==> src/rtl/writeback_queue_if.sv <==
// Bundle of register-writeback signals: producer handshake, register-file
// write port, two forwarding lookups, and occupancy status.
interface writeback_queue_if #(
  parameter int DEPTH  = 4,
  parameter int DATA_W = 32,
  parameter int ADDR_W = 5
);
  localparam int CNT_W = $clog2(DEPTH + 1);

  logic                     inValid;
  logic                     inReady;
  logic        [ADDR_W-1:0] inRegister;
  logic signed [DATA_W-1:0] inData;
  logic                     drainEnable;
  logic                     RegWrite;
  logic        [ADDR_W-1:0] writeRegister;
  logic signed [DATA_W-1:0] writeData;
  logic        [ADDR_W-1:0] lookupReg1;
  logic        [ADDR_W-1:0] lookupReg2;
  logic                     fwdHit1;
  logic                     fwdHit2;
  logic signed [DATA_W-1:0] fwdData1;
  logic signed [DATA_W-1:0] fwdData2;
  logic         [CNT_W-1:0] count;
  logic                     empty;

  modport master (
    output inValid, inRegister, inData, drainEnable, lookupReg1, lookupReg2,
    input  inReady, RegWrite, writeRegister, writeData,
           fwdHit1, fwdHit2, fwdData1, fwdData2, count, empty
  );

  modport slave (
    input  inValid, inRegister, inData, drainEnable, lookupReg1, lookupReg2,
    output inReady, RegWrite, writeRegister, writeData,
           fwdHit1, fwdHit2, fwdData1, fwdData2, count, empty
  );
endinterface

==> src/rtl/writeback_queue.sv <==
// FIFO of pending register writes draining into the register-file write port,
// with two youngest-first forwarding lookups over queued and committing writes.
module writeback_queue #(
  parameter int DEPTH    = 4,
  parameter int DATA_W   = 32,
  parameter int ADDR_W   = 5,
  parameter int ZERO_REG = 31
) (
  input  logic               clk,
  input  logic               reset_n,
  writeback_queue_if.slave   bus
);
  localparam int PTR_W = (DEPTH > 1) ? $clog2(DEPTH) : 1;
  localparam int CNT_W = $clog2(DEPTH + 1);

  logic        [ADDR_W-1:0] entry_reg  [DEPTH];
  logic signed [DATA_W-1:0] entry_data [DEPTH];
  logic         [DEPTH-1:0] entry_vld;
  logic         [PTR_W-1:0] head;
  logic         [PTR_W-1:0] tail;
  logic         [CNT_W-1:0] cnt;

  logic                     vld_p1;
  logic        [ADDR_W-1:0] reg_p1;
  logic signed [DATA_W-1:0] data_p1;

  logic accept;
  logic do_write;
  logic do_drain;

  // Ready depends only on registered occupancy; a same-cycle drain never frees a slot early.
  assign bus.inReady = (cnt < CNT_W'(DEPTH));
  assign accept      = bus.inValid && bus.inReady;
  assign do_write    = accept && (bus.inRegister != ADDR_W'(ZERO_REG));
  assign do_drain    = bus.drainEnable && (cnt != '0);

  // Stage p0 -> p1: queue bookkeeping and commit register
  always_ff @(posedge clk) begin
    if (!reset_n) begin
      head          <= '0;
      tail          <= '0;
      cnt           <= '0;
      entry_vld     <= '0;
      vld_p1        <= 1'b0;
      reg_p1        <= '0;
      data_p1       <= '0;
    end else begin
      if (do_write) begin
        entry_vld[tail] <= 1'b1;
        tail            <= tail + PTR_W'(1);
      end
      if (do_drain) begin
        entry_vld[head] <= 1'b0;
        head            <= head + PTR_W'(1);
        vld_p1          <= 1'b1;
        reg_p1          <= entry_reg[head];
        data_p1         <= entry_data[head];
      end else begin
        vld_p1          <= 1'b0;
      end
      case ({do_write, do_drain})
        2'b10:   cnt <= cnt + CNT_W'(1);
        2'b01:   cnt <= cnt - CNT_W'(1);
        default: cnt <= cnt;
      endcase
    end
  end

  // Entry payload carries no reset; validity is tracked separately.
  always_ff @(posedge clk) begin
    if (do_write) begin
      entry_reg[tail]  <= bus.inRegister;
      entry_data[tail] <= bus.inData;
    end
  end

  // Walks oldest to youngest so the last match (youngest) wins; commit register is oldest.
  function automatic logic [DATA_W:0] fwd_lookup(input logic [ADDR_W-1:0] q);
    logic [DATA_W:0] res;
    logic [PTR_W-1:0] idx;
    res = '0;
    if (q != ADDR_W'(ZERO_REG)) begin
      if (vld_p1 && (reg_p1 == q)) res = {1'b1, data_p1};
      for (int k = 0; k < DEPTH; k++) begin
        idx = head + PTR_W'(k);
        if (entry_vld[idx] && (entry_reg[idx] == q)) res = {1'b1, entry_data[idx]};
      end
    end
    return res;
  endfunction

  assign {bus.fwdHit1, bus.fwdData1} = fwd_lookup(bus.lookupReg1);
  assign {bus.fwdHit2, bus.fwdData2} = fwd_lookup(bus.lookupReg2);

  assign bus.RegWrite      = vld_p1;
  assign bus.writeRegister = reg_p1;
  assign bus.writeData     = data_p1;
  assign bus.count         = cnt;
  assign bus.empty         = (cnt == '0);
endmodule

==> src/flat_wrapper.sv <==
// flat-port wrapper written by rule: the top's interface ports become plain ports
module writeback_queue_flat 
#(
  parameter int DEPTH    = 4,
  parameter int DATA_W   = 32,
  parameter int ADDR_W   = 5,
  parameter int ZERO_REG = 31
)
  (clk, reset_n, bus_inValid, bus_inRegister, bus_inData, bus_drainEnable, bus_lookupReg1, bus_lookupReg2, bus_inReady, bus_RegWrite, bus_writeRegister, bus_writeData, bus_fwdHit1, bus_fwdHit2, bus_fwdData1, bus_fwdData2, bus_count, bus_empty);
  writeback_queue_if #(.DEPTH(DEPTH), .DATA_W(DATA_W), .ADDR_W(ADDR_W)) bus_i ();
  input  logic clk;
  input  logic reset_n;
  input wire logic [$bits(bus_i.inValid)-1:0] bus_inValid;
  input wire logic [$bits(bus_i.inRegister)-1:0] bus_inRegister;
  input wire logic [$bits(bus_i.inData)-1:0] bus_inData;
  input wire logic [$bits(bus_i.drainEnable)-1:0] bus_drainEnable;
  input wire logic [$bits(bus_i.lookupReg1)-1:0] bus_lookupReg1;
  input wire logic [$bits(bus_i.lookupReg2)-1:0] bus_lookupReg2;
  output wire logic [$bits(bus_i.inReady)-1:0] bus_inReady;
  output wire logic [$bits(bus_i.RegWrite)-1:0] bus_RegWrite;
  output wire logic [$bits(bus_i.writeRegister)-1:0] bus_writeRegister;
  output wire logic [$bits(bus_i.writeData)-1:0] bus_writeData;
  output wire logic [$bits(bus_i.fwdHit1)-1:0] bus_fwdHit1;
  output wire logic [$bits(bus_i.fwdHit2)-1:0] bus_fwdHit2;
  output wire logic [$bits(bus_i.fwdData1)-1:0] bus_fwdData1;
  output wire logic [$bits(bus_i.fwdData2)-1:0] bus_fwdData2;
  output wire logic [$bits(bus_i.count)-1:0] bus_count;
  output wire logic [$bits(bus_i.empty)-1:0] bus_empty;
  assign bus_i.inValid = bus_inValid;
  assign bus_i.inRegister = bus_inRegister;
  assign bus_i.inData = bus_inData;
  assign bus_i.drainEnable = bus_drainEnable;
  assign bus_i.lookupReg1 = bus_lookupReg1;
  assign bus_i.lookupReg2 = bus_lookupReg2;
  assign bus_inReady = bus_i.inReady;
  assign bus_RegWrite = bus_i.RegWrite;
  assign bus_writeRegister = bus_i.writeRegister;
  assign bus_writeData = bus_i.writeData;
  assign bus_fwdHit1 = bus_i.fwdHit1;
  assign bus_fwdHit2 = bus_i.fwdHit2;
  assign bus_fwdData1 = bus_i.fwdData1;
  assign bus_fwdData2 = bus_i.fwdData2;
  assign bus_count = bus_i.count;
  assign bus_empty = bus_i.empty;
  writeback_queue #(.DEPTH(DEPTH), .DATA_W(DATA_W), .ADDR_W(ADDR_W), .ZERO_REG(ZERO_REG)) u_core (.clk(clk), .reset_n(reset_n), .bus(bus_i));
endmodule
==> config.mk <==
export PLATFORM = sky130hd
export DESIGN_NAME = writeback_queue_flat
export DESIGN_NICKNAME = d
export VERILOG_FILES = /design/src/rtl/writeback_queue_if.sv /design/src/rtl/writeback_queue.sv /design/src/flat_wrapper.sv
export SDC_FILE = /design/constraint.sdc
export NUM_CORES = 1
export LEC_CHECK = 0
export CAP_MARGIN = 0
export CORE_ASPECT_RATIO = 1.4
export CORE_UTILIZATION = 50
export DETAILED_ROUTE_END_ITERATION = 6
export PLACE_DENSITY = 0.71
export SETUP_SLACK_MARGIN = 0.02
export SYNTH_ARGS = -nofsm -noshare
export SYNTH_HDL_FRONTEND = slang
export SYNTH_SLANG_ARGS = --single-unit
==> constraint.sdc <==
create_clock -name clk -period 5.85 [get_ports clk]
set_input_delay 1.17 -clock clk [delete_from_list [all_inputs] [get_ports clk]]
set_output_delay 1.17 -clock clk [all_outputs]
set_load 0.01 [all_outputs]
==> results.md <==
* Compound-cell area share of the yosys netlist at 15.3%
* Most frequent cells in the layout: 159 x clkdlybuf4s50_1, 150 x mux4_2, 148 x edfxtp_1
* Slowest cell delay on critical path at 0.62 ns
* Footprint of the multi-input gates at 8250 µm²
* Die area at 29400 µm²
* Clock skew at 0.0115 ns
* Final hold violation count at 0
* Run status: finished, violations left
* Root Buffer: clkbuf_16
* Area grow syn2layout at 18.4%
* EDFF count, synth at 148
* Final Max Tran Viols at 0
* GPL Wtd Cong at 0.930
* Final global-route overflow total at 0
* Commonest non-fill, non-tap cell in the layout: clkdlybuf4s50_1
* Largest register FFs at 128
* Via-to-Cell Ratio at 7.25
* Slew of the pin with the lowest slew margin at 1.10 ns
* Register Area at 5470 µm²
* Final min period at 5.69 ns
* Ports at 160
* Clk Latency, worst-skew pair at 0.45 ns
* Tcrit/Tclk final at 97.3%
* Clock sink total at 199
* Tot Pwr at 6520 µW
* Final Instance Area at 17000 µm²
* Most used flip-flop cell after synthesis: edfxtp_1
* DRC at 6
* Hold path cells at 2
* Clock-pin slew on the worst setup and hold paths at 0.08 ns
* Xor and xnor area share after synthesis at 3.23%
* Routed wire length per instance at 28.0 µm
* WP buf/inv at 3
* Hold Crit Class: flip-flop to flip-flop
* Crit path max-delay family: buffers and inverters
* HP Start: u_core.bus.writeData[25]
* Router iterations before antenna repair at 7
* Synth Area in Adders at 0.922%
* Largest net degree at the start of global routing at 66
* FFs w/ async S/R, synth at 0%
* Mux contribution to synthesized area at 24.2%
* Worst Path Required at 4.68 ns
* Drt total wl at 48.6 mm
* Max Cap Viol at 0
* Initial antenna violation count at 0
* Port bufs at 159
* Failing checks: design-rule violations
* Die span in x at 145 µm
* Syn Inst Count at 1249
* Critical Path AT at 4.52 ns
* Largest family of logic cells by synthesized area: multiplexers
* Starting Density at 50.8%
* Syn_nets at 1310
* CP endpoint kind: primary output
* TritonCTS Buffers at 17
* Final ANT Viol Nets at 0
* Post-Synth Simple-Gate Area at 13.3%
* Site Rows at 73
* Via count at 12600
* Cell area power density at 383 nW/µm²
* RSZ-0062 raised after global routing: false
* Cells along the critical path: inv_1, ha_4, mux4_2, xor2_1, nor4_2, and2_1, nor3_2, buf_4, a211oi_1, clkdlybuf4s50_1
* Global-route usage over all layers at 33.4%
* R2R setup slack at 3.45 ns
* Placed Area at 16400 µm²
* Unique masters post-synth at 64
* # diodes at 0
* Filler cell count in the final layout at 2255
* Vias in the first global route at 12200
* Final TNS setup at 0 ns
* Startpoint types: flip-flop
* Starting DRT DRC Count at 1561
* Worst vdd ir at 0.000237 V
* Maximum clock insertion buffer count at 2
* Hold Slack at 0.510 ns
* Static leakage at 0.00531 µW
* HPWL Detailed at 32.5 mm
* Chip Height at 203 µm
* Synthesized area at 14400 µm²
* Layout cells sized above 1 at 21.0%
* Cts hold-fix bufs at 0
* Post-synthesis register bit count at 199
* Ys Warns at 0
* Worst r2r dst: u_core.head[1]
* Slew margin rel. at 26.8%
* Core ar. at 28300 µm²
* Peak Freq at 176 MHz
* Final setup vio count at 0
* Final #Nets at 1406
* R2R depth at 6
* H-Tree Depth at 4
* First-pass GRT wire length at 74.1 mm
* Critical path class: flip-flop to primary output
* CTS tree: done
* Crit path max fanout at 14
* Part of the Yosys area used for sequential elements at 38.0%
* R2r startpoint: u_core.head[1]
* CP max-delay cell: clkdlybuf4s50_1
* Mapped Avg Cell Area at 11.5 µm²
* Hold EP: u_core.bus.writeData[25]
per-stage QoR:
| step | setup slack, ns | std cells | util (%) |
|---|---|---|---|
| after floorplan | 0.752 | 1249 | - |
| after global placement | 0.437 | 1700 | 58.0 |
| after detailed placement | 0.411 | 1700 | 58.0 |
| after CTS | 0.0247 | 1732 | 60.0 |
| after global routing | 0.0414 | 1733 | 60.1 |
| final | 0.160 | 1733 | 60.1 |
cells by family after synthesis:
| logic type | count (synthesis) |
|---|---|
| flops | 199 |
| fa+ha+maj | 10 |
| mux | 160 |
| xor+xnor | 53 |
| compound gates | 311 |
| simple gates | 356 |
| buf+inv | 160 |
worst max-delay path by stage:
stage / cells after the start / from / slack, ns / end
6_report: 10 / u_core.head[1] / 0.16 / bus_fwdData2[1]
5_1_grt: 10 / u_core.head[0] / 0.04 / bus_fwdData1[0]
4_1_cts: 10 / u_core.head[1] / 0.02 / bus_fwdData1[10]
3_5_place_dp: 9 / bus_lookupReg2[2] / 0.41 / bus_fwdData2[16]
3_3_place_gp: 9 / bus_lookupReg2[2] / 0.44 / bus_fwdData2[29]
2_1_floorplan: 13 / u_core.head[1] / 0.75 / bus_fwdData2[19]
cell usage after synthesis (all sizes together), types with 5 or more instances:
cell	count	area (µm²)
nand4	5	31.3
xor2	24	210
clkbuf	77	290
o22ai	5	31.3
nor3b	13	97.6
dfxtp	51	1020
inv	12	45.0
o21ai	36	180
mux2i	8	80.1
mux4	150	3380
xnor2	29	254
o31a	9	78.8
ha	9	113
nor2	5	18.8
or3	31	194
a211oi	16	165
and2	19	119
a2111oi	9	88.8
nor4	28	215
nand2	125	472
a22oi	5	37.5
a31o	9	78.8
a21oi	69	345
o311ai	31	272
and4	11	96.3
o221ai	15	131
nor3	7	45.0
a31oi	41	257
and3	41	257
nand3	66	330
a21boi	39	293
buf	70	384
o211ai	10	80.1
edfxtp	148	4440
what timing repair did:
| action | in CTS | in global routing |
|---|---|---|
| hold endpoints to repair | 0 | 0 |
| gates resized for setup | 0 | 2 |
| endpoints found under the setup margin | 0 | 16 |
| buffers inserted | 0 | 1 |
area by class of cell:
cell class | instances | share of cell area [%]
clock inverters | 13 | 0.809
flip-flops and latches | 199 | 32.1
well taps | 375 | 2.76
inverters | 13 | 0.287
repair buffers | 224 | 13.0
multi-input cells | 890 | 48.5
clock buffers | 19 | 2.54
worst register-to-register path: stages, from the launching register on:
cell and delay [ns]:
dfxtp_2 0.58, inv_1 0.17, ha_4 0.45, buf_6 0.23
buf_4 0.55, nand2_1 0.10, a21boi_0 0.23
report_power, final:
group | leakage, µW | total, µW | switching, µW | internal [µW]
sequential | 0.00177 | 1990 | 242 | 1750
combinational | 0.00326 | 3350 | 1810 | 1530
clock | 0.000282 | 1180 | 578 | 602
total | 0.00531 | 6520 | 2630 | 3880
metal layers:
| metal | routed length [µm] | track usage (%) | vias to the layer above |
|---|---|---|---|
| met3 | 5840 | 6.72 | 214 |
| met2 | 23000 | 53.1 | 1019 |
| met1 | 17000 | 42.9 | 6100 |
| li1 | - | - | 5233 |
| met5 | 0 | 0 | - |
| met4 | 2720 | 19.1 | 0 |
Note: power is estimated with default switching activity, not from simulation.
